File: config.mk
export PLATFORM = sky130hd
export DESIGN_NAME = isqrt_seq
export DESIGN_NICKNAME = d
export VERILOG_FILES = /design/src/rtl/isqrt_pkg.sv /design/src/rtl/isqrt_step.sv /design/src/rtl/isqrt_seq.sv
export SDC_FILE = /design/constraint.sdc
export NUM_CORES = 1
export LEC_CHECK = 0
export BUFFER_PORTS_ARGS = -buffer_cell sky130_fd_sc_hd__buf_2
export CAP_MARGIN = 20
export CELL_PAD_IN_SITES_DETAIL_PLACEMENT = 0
export CELL_PAD_IN_SITES_GLOBAL_PLACEMENT = 2
export CORE_ASPECT_RATIO = 1.1
export CORE_MARGIN = 2
export CORE_UTILIZATION = 32
export DETAILED_ROUTE_END_ITERATION = 10
export PLACE_DENSITY = 0.82
export SKIP_CTS_REPAIR_TIMING = 1
export SLEW_MARGIN = 0
export SYNTH_ARGS = -nofsm -noshare
export SYNTH_HDL_FRONTEND = slang
export SYNTH_SLANG_ARGS = --single-unit
File: constraint.sdc
create_clock -name clk -period 3 [get_ports clk]
set_clock_uncertainty 0.15 [all_clocks]
set_input_delay 0.3 -clock clk [delete_from_list [all_inputs] [get_ports clk]]
set_output_delay 0.3 -clock clk [all_outputs]
set_load 0.1 [all_outputs]
File: src/rtl/isqrt_pkg.sv
// Shared types and helpers for the sequential integer square root.
package isqrt_pkg;

    typedef enum logic [1:0] {
        IDLE = 2'd0,
        CALC = 2'd1,
        RND  = 2'd2,
        DONE = 2'd3
    } state_t;

    function automatic int out_w(input int in_w);
        return in_w / 2;
    endfunction

endpackage

File: src/rtl/isqrt_step.sv
// One restoring shift/subtract iteration: brings in two radicand bits, yields one root bit.
module isqrt_step #(
    parameter int OUT_W = 16
) (
    input  logic [OUT_W+1:0] r,
    input  logic [OUT_W-1:0] q,
    input  logic [1:0]       bits,
    output logic [OUT_W+1:0] r_next,
    output logic [OUT_W-1:0] q_next
);

    logic [OUT_W+3:0] r_sh_s;
    logic [OUT_W+3:0] trial_s;
    logic [OUT_W+3:0] diff_s;
    logic             ge_s;

    // Trial subtract of (q<<2)|1; widened so the compare never wraps
    always_comb begin
        r_sh_s  = {r, bits};
        trial_s = {2'b00, q, 2'b01};
        diff_s  = r_sh_s - trial_s;
        ge_s    = (r_sh_s >= trial_s);
        if (ge_s) begin
            r_next = diff_s[OUT_W+1:0];
            q_next = {q[OUT_W-2:0], 1'b1};
        end else begin
            r_next = r_sh_s[OUT_W+1:0];
            q_next = {q[OUT_W-2:0], 1'b0};
        end
    end

endmodule

File: src/rtl/isqrt_seq.sv
// Flow-controlled sequential integer square root, one root bit per clock.
module isqrt_seq
    import isqrt_pkg::*;
#(
    parameter int IN_W  = 32,
    parameter int ROUND = 0
) (
    input  logic                   clk,
    input  logic                   rst,
    input  logic                   in_valid,
    output logic                   in_ready,
    input  logic [IN_W-1:0]        in_data,
    output logic                   out_valid,
    input  logic                   out_ready,
    output logic [IN_W/2-1:0]      out_root,
    output logic [IN_W/2:0]        out_rem,
    output logic                   out_exact
);

    localparam int OUT_W  = out_w(IN_W);
    localparam int CNT_W  = $clog2(OUT_W);
    localparam bit RND_EN = (ROUND != 0);

    if ((IN_W % 2) != 0 || IN_W < 4) begin : g_bad_width
        $fatal(1, "isqrt_seq: IN_W must be even and at least 4");
    end

    state_t            state_r;
    state_t            next_state_s;
    logic [IN_W-1:0]   rad_r;
    logic [OUT_W-1:0]  q_r;
    logic [OUT_W+1:0]  r_r;
    logic [CNT_W-1:0]  cnt_r;
    logic [OUT_W-1:0]  q_next_s;
    logic [OUT_W+1:0]  r_next_s;
    logic [OUT_W-1:0]  root_rnd_s;

    isqrt_step #(.OUT_W(OUT_W)) u_step (
        .r      (r_r),
        .q      (q_r),
        .bits   (rad_r[IN_W-1 -: 2]),
        .r_next (r_next_s),
        .q_next (q_next_s)
    );

    assign in_ready  = (state_r == IDLE) & ~rst;
    assign out_valid = (state_r == DONE);

    // Next-state selection
    always_comb begin
        next_state_s = state_r;
        case (state_r)
            IDLE: begin
                if (in_valid) next_state_s = CALC;
                else          next_state_s = IDLE;
            end
            CALC: begin
                if (cnt_r == {CNT_W{1'b0}}) next_state_s = RND_EN ? RND : DONE;
                else                        next_state_s = CALC;
            end
            RND:  next_state_s = DONE;
            DONE: begin
                if (out_ready) next_state_s = IDLE;
                else           next_state_s = DONE;
            end
            default: next_state_s = IDLE;
        endcase
    end

    // Round up when the floor remainder exceeds q, i.e. n >= q^2 + q + 1
    always_comb begin
        root_rnd_s = q_r;
        if (r_r > {2'b00, q_r}) begin
            if (&q_r) root_rnd_s = q_r;
            else      root_rnd_s = q_r + OUT_W'(1);
        end else begin
            root_rnd_s = q_r;
        end
    end

    // State register
    always_ff @(posedge clk or posedge rst) begin
        if (rst) state_r <= IDLE;
        else     state_r <= next_state_s;
    end

    // Datapath and result registers
    always_ff @(posedge clk or posedge rst) begin
        if (rst) begin
            rad_r     <= {IN_W{1'b0}};
            q_r       <= {OUT_W{1'b0}};
            r_r       <= {(OUT_W+2){1'b0}};
            cnt_r     <= {CNT_W{1'b0}};
            out_root  <= {OUT_W{1'b0}};
            out_rem   <= {(OUT_W+1){1'b0}};
            out_exact <= 1'b0;
        end else begin
            case (state_r)
                IDLE: begin
                    if (in_valid) begin
                        rad_r <= in_data;
                        q_r   <= {OUT_W{1'b0}};
                        r_r   <= {(OUT_W+2){1'b0}};
                        cnt_r <= CNT_W'(OUT_W - 1);
                    end
                end
                CALC: begin
                    rad_r <= {rad_r[IN_W-3:0], 2'b00};
                    q_r   <= q_next_s;
                    r_r   <= r_next_s;
                    cnt_r <= cnt_r - CNT_W'(1);
                    if (cnt_r == {CNT_W{1'b0}} && !RND_EN) begin
                        out_root  <= q_next_s;
                        out_rem   <= r_next_s[OUT_W:0];
                        out_exact <= (r_next_s == {(OUT_W+2){1'b0}});
                    end
                end
                RND: begin
                    out_root  <= root_rnd_s;
                    out_rem   <= r_r[OUT_W:0];
                    out_exact <= (r_r == {(OUT_W+2){1'b0}});
                end
                DONE: begin
                    out_root <= out_root;
                end
                default: begin
                    out_root <= out_root;
                end
            endcase
        end
    end

endmodule

# [Yosys cells after proc, flatten, opt, wreduce, memory -nomap -nowiden]
# Index checks and enable logic that the tools add are counted.
[op_classes] reduce_logical=9 eq_ne=5 bitwise=2 order_cmp=2 n_mux=22 addsub=3
[op_table] cell="$mux W16" count=4
[op_table] cell="$pmux W16 S2" count=2
[op_table] cell="$pmux W32 S2" count=1
[op_table] cell="$logic_not A18 Y1" count=2
[op_table] cell="$mux W18" count=2
[op_table] cell="$pmux W18 S2" count=1
[op_table] cell="$pmux W17 S2" count=1
[op_table] cell="$mux W32" count=1
[op_table] cell="$ge A20 B18 Y1" count=1
[op_table] cell="$gt A18 B16 Y1" count=1
[op_table] cell="$sub A18 B18 Y18" count=1
[op_table] cell="$mux W17" count=1
[op_table] cell="$add A16 B1 Y16 const B" count=1
[op_table] cell="$reduce_and A16 Y1" count=1
[op_table] cell="$pmux W2 S4" count=1
[op_table] cell="$pmux W4 S2" count=1
[op_table] cell="$eq A2 B2 Y1 const B" count=2
[op_table] cell="$logic_not A4 Y1" count=1
[op_table] cell="$mux W2" count=2
[op_table] cell="$mux W4" count=1
[op_table] cell="$ne A2 B2 Y1 const B" count=2
[op_table] cell="$reduce_and A2 Y1" count=2
[op_table] cell="$reduce_bool A2 Y1" count=2
[op_table] cell="$sub A4 B1 Y4 const B" count=1
[op_table] cell="6 further kinds" count=8
[totals] in_bits=36 ff_bits=106 elab_cells=51 output_inout_bits=36

# [Longest topological paths before layout]
[logic_depth] ltp_word=5 ltp_mapped=14 mapped_depth_nobuf=11

# [By module]
# Synthesis repeated with hierarchy kept, for this count alone.
[unflattened] cells_unflattened=819 area_unflattened_um2=7013.0
[modules_own_cells] mod="isqrt_seq" seq_area_each_um2=2652.5 area_per_inst_um2=5575.3 n_inst=1 cells_per_inst=625
[modules_own_cells] mod="isqrt_step" seq_area_each_um2=0.0 area_per_inst_um2=1437.6 n_inst=1 cells_per_inst=194

# [Worst setup path after synthesis]
# OpenSTA, ideal clock, no wires.
[synth_path] path_type="flip-flop to flip-flop" start="register q_r[10]" end="register out_root[7]" required_time_ns=2.732 n_path_buf=1 setup_slack_ns=-0.069 stages_incl_launch_ff=13 arrival_time_ns=2.801 setup_time_ns=0.118 synth_period_minus_slack_ns=3.069 path_cell_list="dfrtp_1 > inv_1 > ha_1 > nand4_2 > or3_1 > o221ai_2 > o21a_4 > o21a_4 > and4_4 > buf_6 > or3b_1 > xnor2_1 > a21o_1"
[synth_via] elab_chain_len=4 word_cells_on_any_way=5 classes_between="order compare: 1; mux: 3; reduce/logical: 1"
[synth_lines] item="from (decl)" line="isqrt_seq.sv:31" text="logic [OUT_W-1:0] q_r;"
[synth_lines] item="from (signal assigned)" line="isqrt_seq.sv:91" text="q_r <= {OUT_W{1'b0}};"
[synth_lines] item="from (signal assigned)" line="isqrt_seq.sv:102" text="q_r <= {OUT_W{1'b0}};"
[synth_lines] item="from (signal assigned)" line="isqrt_seq.sv:109" text="q_r <= q_next_s;"
[synth_lines] item="parallel branches: the longest is 2 deep, another holds $gt A18 B16 Y1"
[synth_lines] item="$mux W16 (*)" line="isqrt_seq.sv:73" text="if (r_r > {2'b00, q_r}) begin"
[synth_lines] item="$pmux W16 S2 (*)" line="isqrt_seq.sv:98" text="case (state_r)"
[synth_lines] item="to (signal assigned)" line="isqrt_seq.sv:94" text="out_root <= {OUT_W{1'b0}};"
[synth_lines] item="to (signal assigned)" line="isqrt_seq.sv:113" text="out_root <= q_next_s;"
[synth_lines] item="to (signal assigned)" line="isqrt_seq.sv:119" text="out_root <= root_rnd_s;"
[synth_lines] item="to (decl)" line="isqrt_seq.sv:15" text="output logic [IN_W/2-1:0] out_root,"
# Mark *: on every way between the ends.
# A chain may end at the register's enable or synchronous reset.

# [Worst setup path after layout]
[layout_path] start="register r_r[8]" end="register out_exact"
[layout_via] elab_chain_len=5 word_cells_on_any_way=7 classes_between="add/sub: 1; order compare: 1; mux: 3; reduce/logical: 2"
[layout_lines] item="from (decl)" line="isqrt_seq.sv:32" text="logic [OUT_W+1:0] r_r;"
[layout_lines] item="from (signal assigned)" line="isqrt_seq.sv:92" text="r_r <= {(OUT_W+2){1'b0}};"
[layout_lines] item="from (signal assigned)" line="isqrt_seq.sv:103" text="r_r <= {(OUT_W+2){1'b0}};"
[layout_lines] item="from (signal assigned)" line="isqrt_seq.sv:110" text="r_r <= r_next_s;"
[layout_lines] item="$sub A18 B18 Y18 / $ge A20 B18 Y1 (equally long branches)" line="isqrt_step.sv:21, isqrt_step.sv:22"
[layout_lines] item="$mux W18" line="isqrt_step.sv:23" text="if (ge_s) begin"
[layout_lines] item="$logic_not A18 Y1" line="isqrt_seq.sv:115" text="out_exact <= (r_next_s == {(OUT_W+2){1'b0}});"
[layout_lines] item="$mux W1" line="isqrt_seq.sv:112" text="if (cnt_r == {CNT_W{1'b0}} && !RND_EN) begin"
[layout_lines] item="$pmux W1 S2 (*)" line="isqrt_seq.sv:98"
[layout_lines] item="to (signal assigned)" line="isqrt_seq.sv:115"
[layout_lines] item="to (signal assigned)" line="isqrt_seq.sv:121" text="out_exact <= (r_r == {(OUT_W+2){1'b0}});"
[layout_lines] item="to (decl)" line="isqrt_seq.sv:17" text="output logic out_exact"
# Every way passes the cells marked *; elsewhere a longest branch is shown, timed or not. The select of a mux whose other input is x is not followed.

==> summary by stage <==
Min path
The worst min-delay path class is in2reg. The critical hold path startpoint is in_data[0].

Die
The die is 148 microns tall. The I/O pin count is 72. The placement row count is 52.

The floorplan core area is 18,400 sq um. The die width is 135 microns. The die footprint is 19,900 sq um.

The initial core utilization is 0.327.

Clocking
The TritonCTS sink count is 106. TritonCTS built the clock tree. Clock latency on the worst-skew pair, taken at its later pin, is 0.36 ns.

The maximum level of the CTS H-tree is 3. The clock-pin slew on the worst setup and hold paths is 0.08 ns. The tree is rooted in a sky130_fd_sc_hd__clkbuf_16. The number of buffers between clock root and the deepest sink is 2. The clock buffer count from CTS is 9.

Critical path
STA classifies the critical path endpoint as a flop. The data arrival time of the worst path is 3.24 ns. The kind of critical path is reg2reg.

In this run the critical register-to-register path is launched from r_r[8]$_DFFE_PP0P_. The maximum fanout along the worst path is 5. At the worst endpoint, the required time is 3.15 ns.

The slack of the worst reg-to-reg path is -0.1 ns. The worst setup path is launched from a flop. The beginning of the critical path is r_r[8]$_DFFE_PP0P_.

Yosys
The number of synthesized register bits is 106. When the netlist entered floorplanning its net count stood at 754. The count of flip-flops with a built-in enable after synthesis is 0. Yosys mapped the design onto 61 distinct sky130hd cell types. The most instantiated flip-flop cell in the synthesis netlist is sky130_fd_sc_hd__dfrtp_1. Summed over all instances, the cell type with the most area after synthesis is sky130_fd_sc_hd__dfrtp_1.

Ranked by total cell area, the synthesized netlist is headed by sky130_fd_sc_hd__dfrtp_1, sky130_fd_sc_hd__nand2_1, sky130_fd_sc_hd__o21ai_0. The number of warnings printed during yosys synthesis is 0. Synthesis handed over a netlist of 697 instances. The portion of synthesized cell area occupied by the leading cell type is 0.441. By instance count, the leading cell after synthesis is sky130_fd_sc_hd__nand2_1. The share of synthesized flip-flops with an asynchronous set or reset is 1.00.

The cell area that synthesis handed to floorplanning was 6020 sq um. The sequential fraction of the synthesis area is 0.441. By count the netlist is led by sky130_fd_sc_hd__nand2_1, sky130_fd_sc_hd__dfrtp_1, sky130_fd_sc_hd__o21ai_0, sky130_fd_sc_hd__nor2_1, sky130_fd_sc_hd__nand3_1. A synthesized cell averages 8.63 sq um.

Timing
The number of failing hold endpoints at the final stage is 2. The clock period minus final worst setup slack is 3.10 ns. Headroom to the max-slew limit came out at 0.470.

The portion of the clock cycle consumed by the worst path in the final layout is 1.03. The peak clock frequency supported by timing is 0.323 GHz. Setup violations remaining at the end of the flow were counted as 2. Hold timing on the final database bottoms out at a slack of -0.0158 ns.

The slew of the pin with the lowest slew margin is 0.793 ns. Setup repair after global routing could not meet its margin everywhere. The final count of pins violating max slew came to 0. Setup total negative slack on the finished layout was measured at -0.179 ns. Setup slack on the critical path of the routed design comes to -0.0951 ns.

Drt
The final routed wire length divided by cell count is 16.7 microns. For this run, design rule violations remaining after detail routing come to 0. For this block, the via count after detailed routing is 5,701. The iteration-0 DRC count of the detailed router is 274.

The overall routed net length is 18,400 microns. Once detail routing completed, the nets flagged for antenna violations numbered 0. The average vias per placed instance is 5.17.

The detailed-router iteration count before antenna repair is 4.

Global route
Across every metal layer, demand over resource in global routing totals 0.187. Entering global routing, the biggest net connects 81 pins. The initial antenna violation count is 0. The wire length of the first global-routing pass is 29,500 microns. The via count of the first global-routing pass is 5,649.

The overall overflow remaining after global route is 0.

Finish
In the final layout, the share of cells above drive strength 1 is 0.303. The number of antenna diodes in the final layout is 0. The final-stage net count is 912.

The post-synthesis to final-layout area growth is 34.7%. With fillers left out, the area of the finished cells amounts to 8110 sq um. The final instance count without filler cells is 1,103.

Run status
The flow ran to the end, but the final reports show violations. The checks that failed: hold timing, setup timing.

Placed design
The cell area after placement is 7380 sq um. The number of placed instances, taps included, is 1,080. The placer's final routability congestion estimate is 0.907. Buffers placed on the I/O ports in this run total 71. Once detailed placement completed, the half-perimeter wirelength came to 13,800 microns.

Flow run
The number of max-cap violations is 0.
==> area by class of cell <==
class                      count  area [sq um]
clock buffer                   9           225
inverter                      27           105
clock inverter                 7          93.8
multi-input combinational    521          3410
fill                        1840         10300
timing repair buffer         190          1320
sequential                   106          2650
tap                          243           304
==> flip-flops by register name (all words and copies together) (netlist names) <==
signal	cells
out_rem	17
state_r	2
r_r	18
q_r	16
out_root	16
cnt_r	4
out_exact	1
rad_r	32
==> routing by layer <==
layer,share of wire,up-vias,GRT usage,wire [microns]
li1,-,2800,-,-
met1,0.45,2775,0.251,8330
met2,0.49,106,0.307,8960
met3,0.041,20,0.0316,751
met4,0.018,0,0.0621,334
met5,0,-,0,0
==> cell usage in the layout, fill, tap and decap left out, types with 3 or more instances in the layout <==
master,count
sky130_fd_sc_hd__and2_1,4
sky130_fd_sc_hd__nand3_1,41
sky130_fd_sc_hd__xnor2_1,18
sky130_fd_sc_hd__nor2b_1,3
sky130_fd_sc_hd__clkbuf_16,10
sky130_fd_sc_hd__xor2_1,4
sky130_fd_sc_hd__nand2_1,108
sky130_fd_sc_hd__nor3_2,3
sky130_fd_sc_hd__o21ai_1,6
sky130_fd_sc_hd__o21ai_0,64
sky130_fd_sc_hd__inv_1,19
sky130_fd_sc_hd__inv_2,7
sky130_fd_sc_hd__nand2b_1,3
sky130_fd_sc_hd__ha_4,10
sky130_fd_sc_hd__ha_1,9
sky130_fd_sc_hd__nor4_1,6
sky130_fd_sc_hd__nand4_1,7
sky130_fd_sc_hd__o22ai_1,3
sky130_fd_sc_hd__a31oi_1,34
sky130_fd_sc_hd__nor3_1,10
sky130_fd_sc_hd__o21a_1,7
sky130_fd_sc_hd__and3_1,5
sky130_fd_sc_hd__a211oi_1,4
sky130_fd_sc_hd__buf_2,71
sky130_fd_sc_hd__a21oi_1,26
sky130_fd_sc_hd__dfrtp_1,106
sky130_fd_sc_hd__buf_4,112
sky130_fd_sc_hd__a22oi_1,19
sky130_fd_sc_hd__a21o_1,5
sky130_fd_sc_hd__nor2_1,57
sky130_fd_sc_hd__buf_12,3
sky130_fd_sc_hd__mux2i_1,10
sky130_fd_sc_hd__clkinv_8,4
==> final timing paths <==
path	end	depth (start not counted)
max in group asynchronous	rad_r[29]$_DFFE_PP0P_	4
setup reg to reg	out_exact$_DFFE_PP0P_	11
hold / removal	rad_r[0]$_DFFE_PP0P_	3
setup / recovery	out_exact$_DFFE_PP0P_	11
hold reg to reg	out_rem[12]$_DFFE_PP0P_	2
min in group asynchronous	rad_r[11]$_DFFE_PP0P_	3
==> cell families (layout without fill, tap and decap cells) <==
kind of cell | count (synthesis) | in the layout | share of synthesized area
and+or+nand+nor | 268 | 268 | 0.204
AOI/OAI and AO/OA | 197 | 197 | 0.208
DFF | 106 | 106 | 0.441
buffers and inverters | 70 | 233 | 0.0507
xor gates and xnor gates | 22 | 22 | 0.0320
adders and majority gates | 21 | 21 | 0.0437
muxes | 13 | 13 | 0.0216
==> per-stage QoR <==
step	utilization	hold slack, ns	worst slack, ns
final	0.440	-0.0158	-0.0951
after global routing	0.440	0.00852	-0.183
after CTS	0.418	-0.0479	-0.223
after detailed placement	0.401	0.342	-0.189
after global placement	0.401	0.336	-0.220
after floorplan	-	0.237	-0.0612
==> worst max-delay path, cell delays in order (launching register included) <==
cell	delay [ns]
sky130_fd_sc_hd__dfrtp_1	0.44
sky130_fd_sc_hd__ha_4	0.30
sky130_fd_sc_hd__nand4_1	0.19
sky130_fd_sc_hd__or3_4	0.44
sky130_fd_sc_hd__o221ai_4	0.19
sky130_fd_sc_hd__or3b_4	0.21
sky130_fd_sc_hd__buf_8	0.13
sky130_fd_sc_hd__mux2i_2	0.24
sky130_fd_sc_hd__nand4_1	0.11
sky130_fd_sc_hd__and4bb_1	0.30
sky130_fd_sc_hd__and4_1	0.18
sky130_fd_sc_hd__a31o_1	0.15
Power is left out: the tool's default activity adds up to more than one toggle a clock period on the data nets, which glitch-free logic cannot reach.
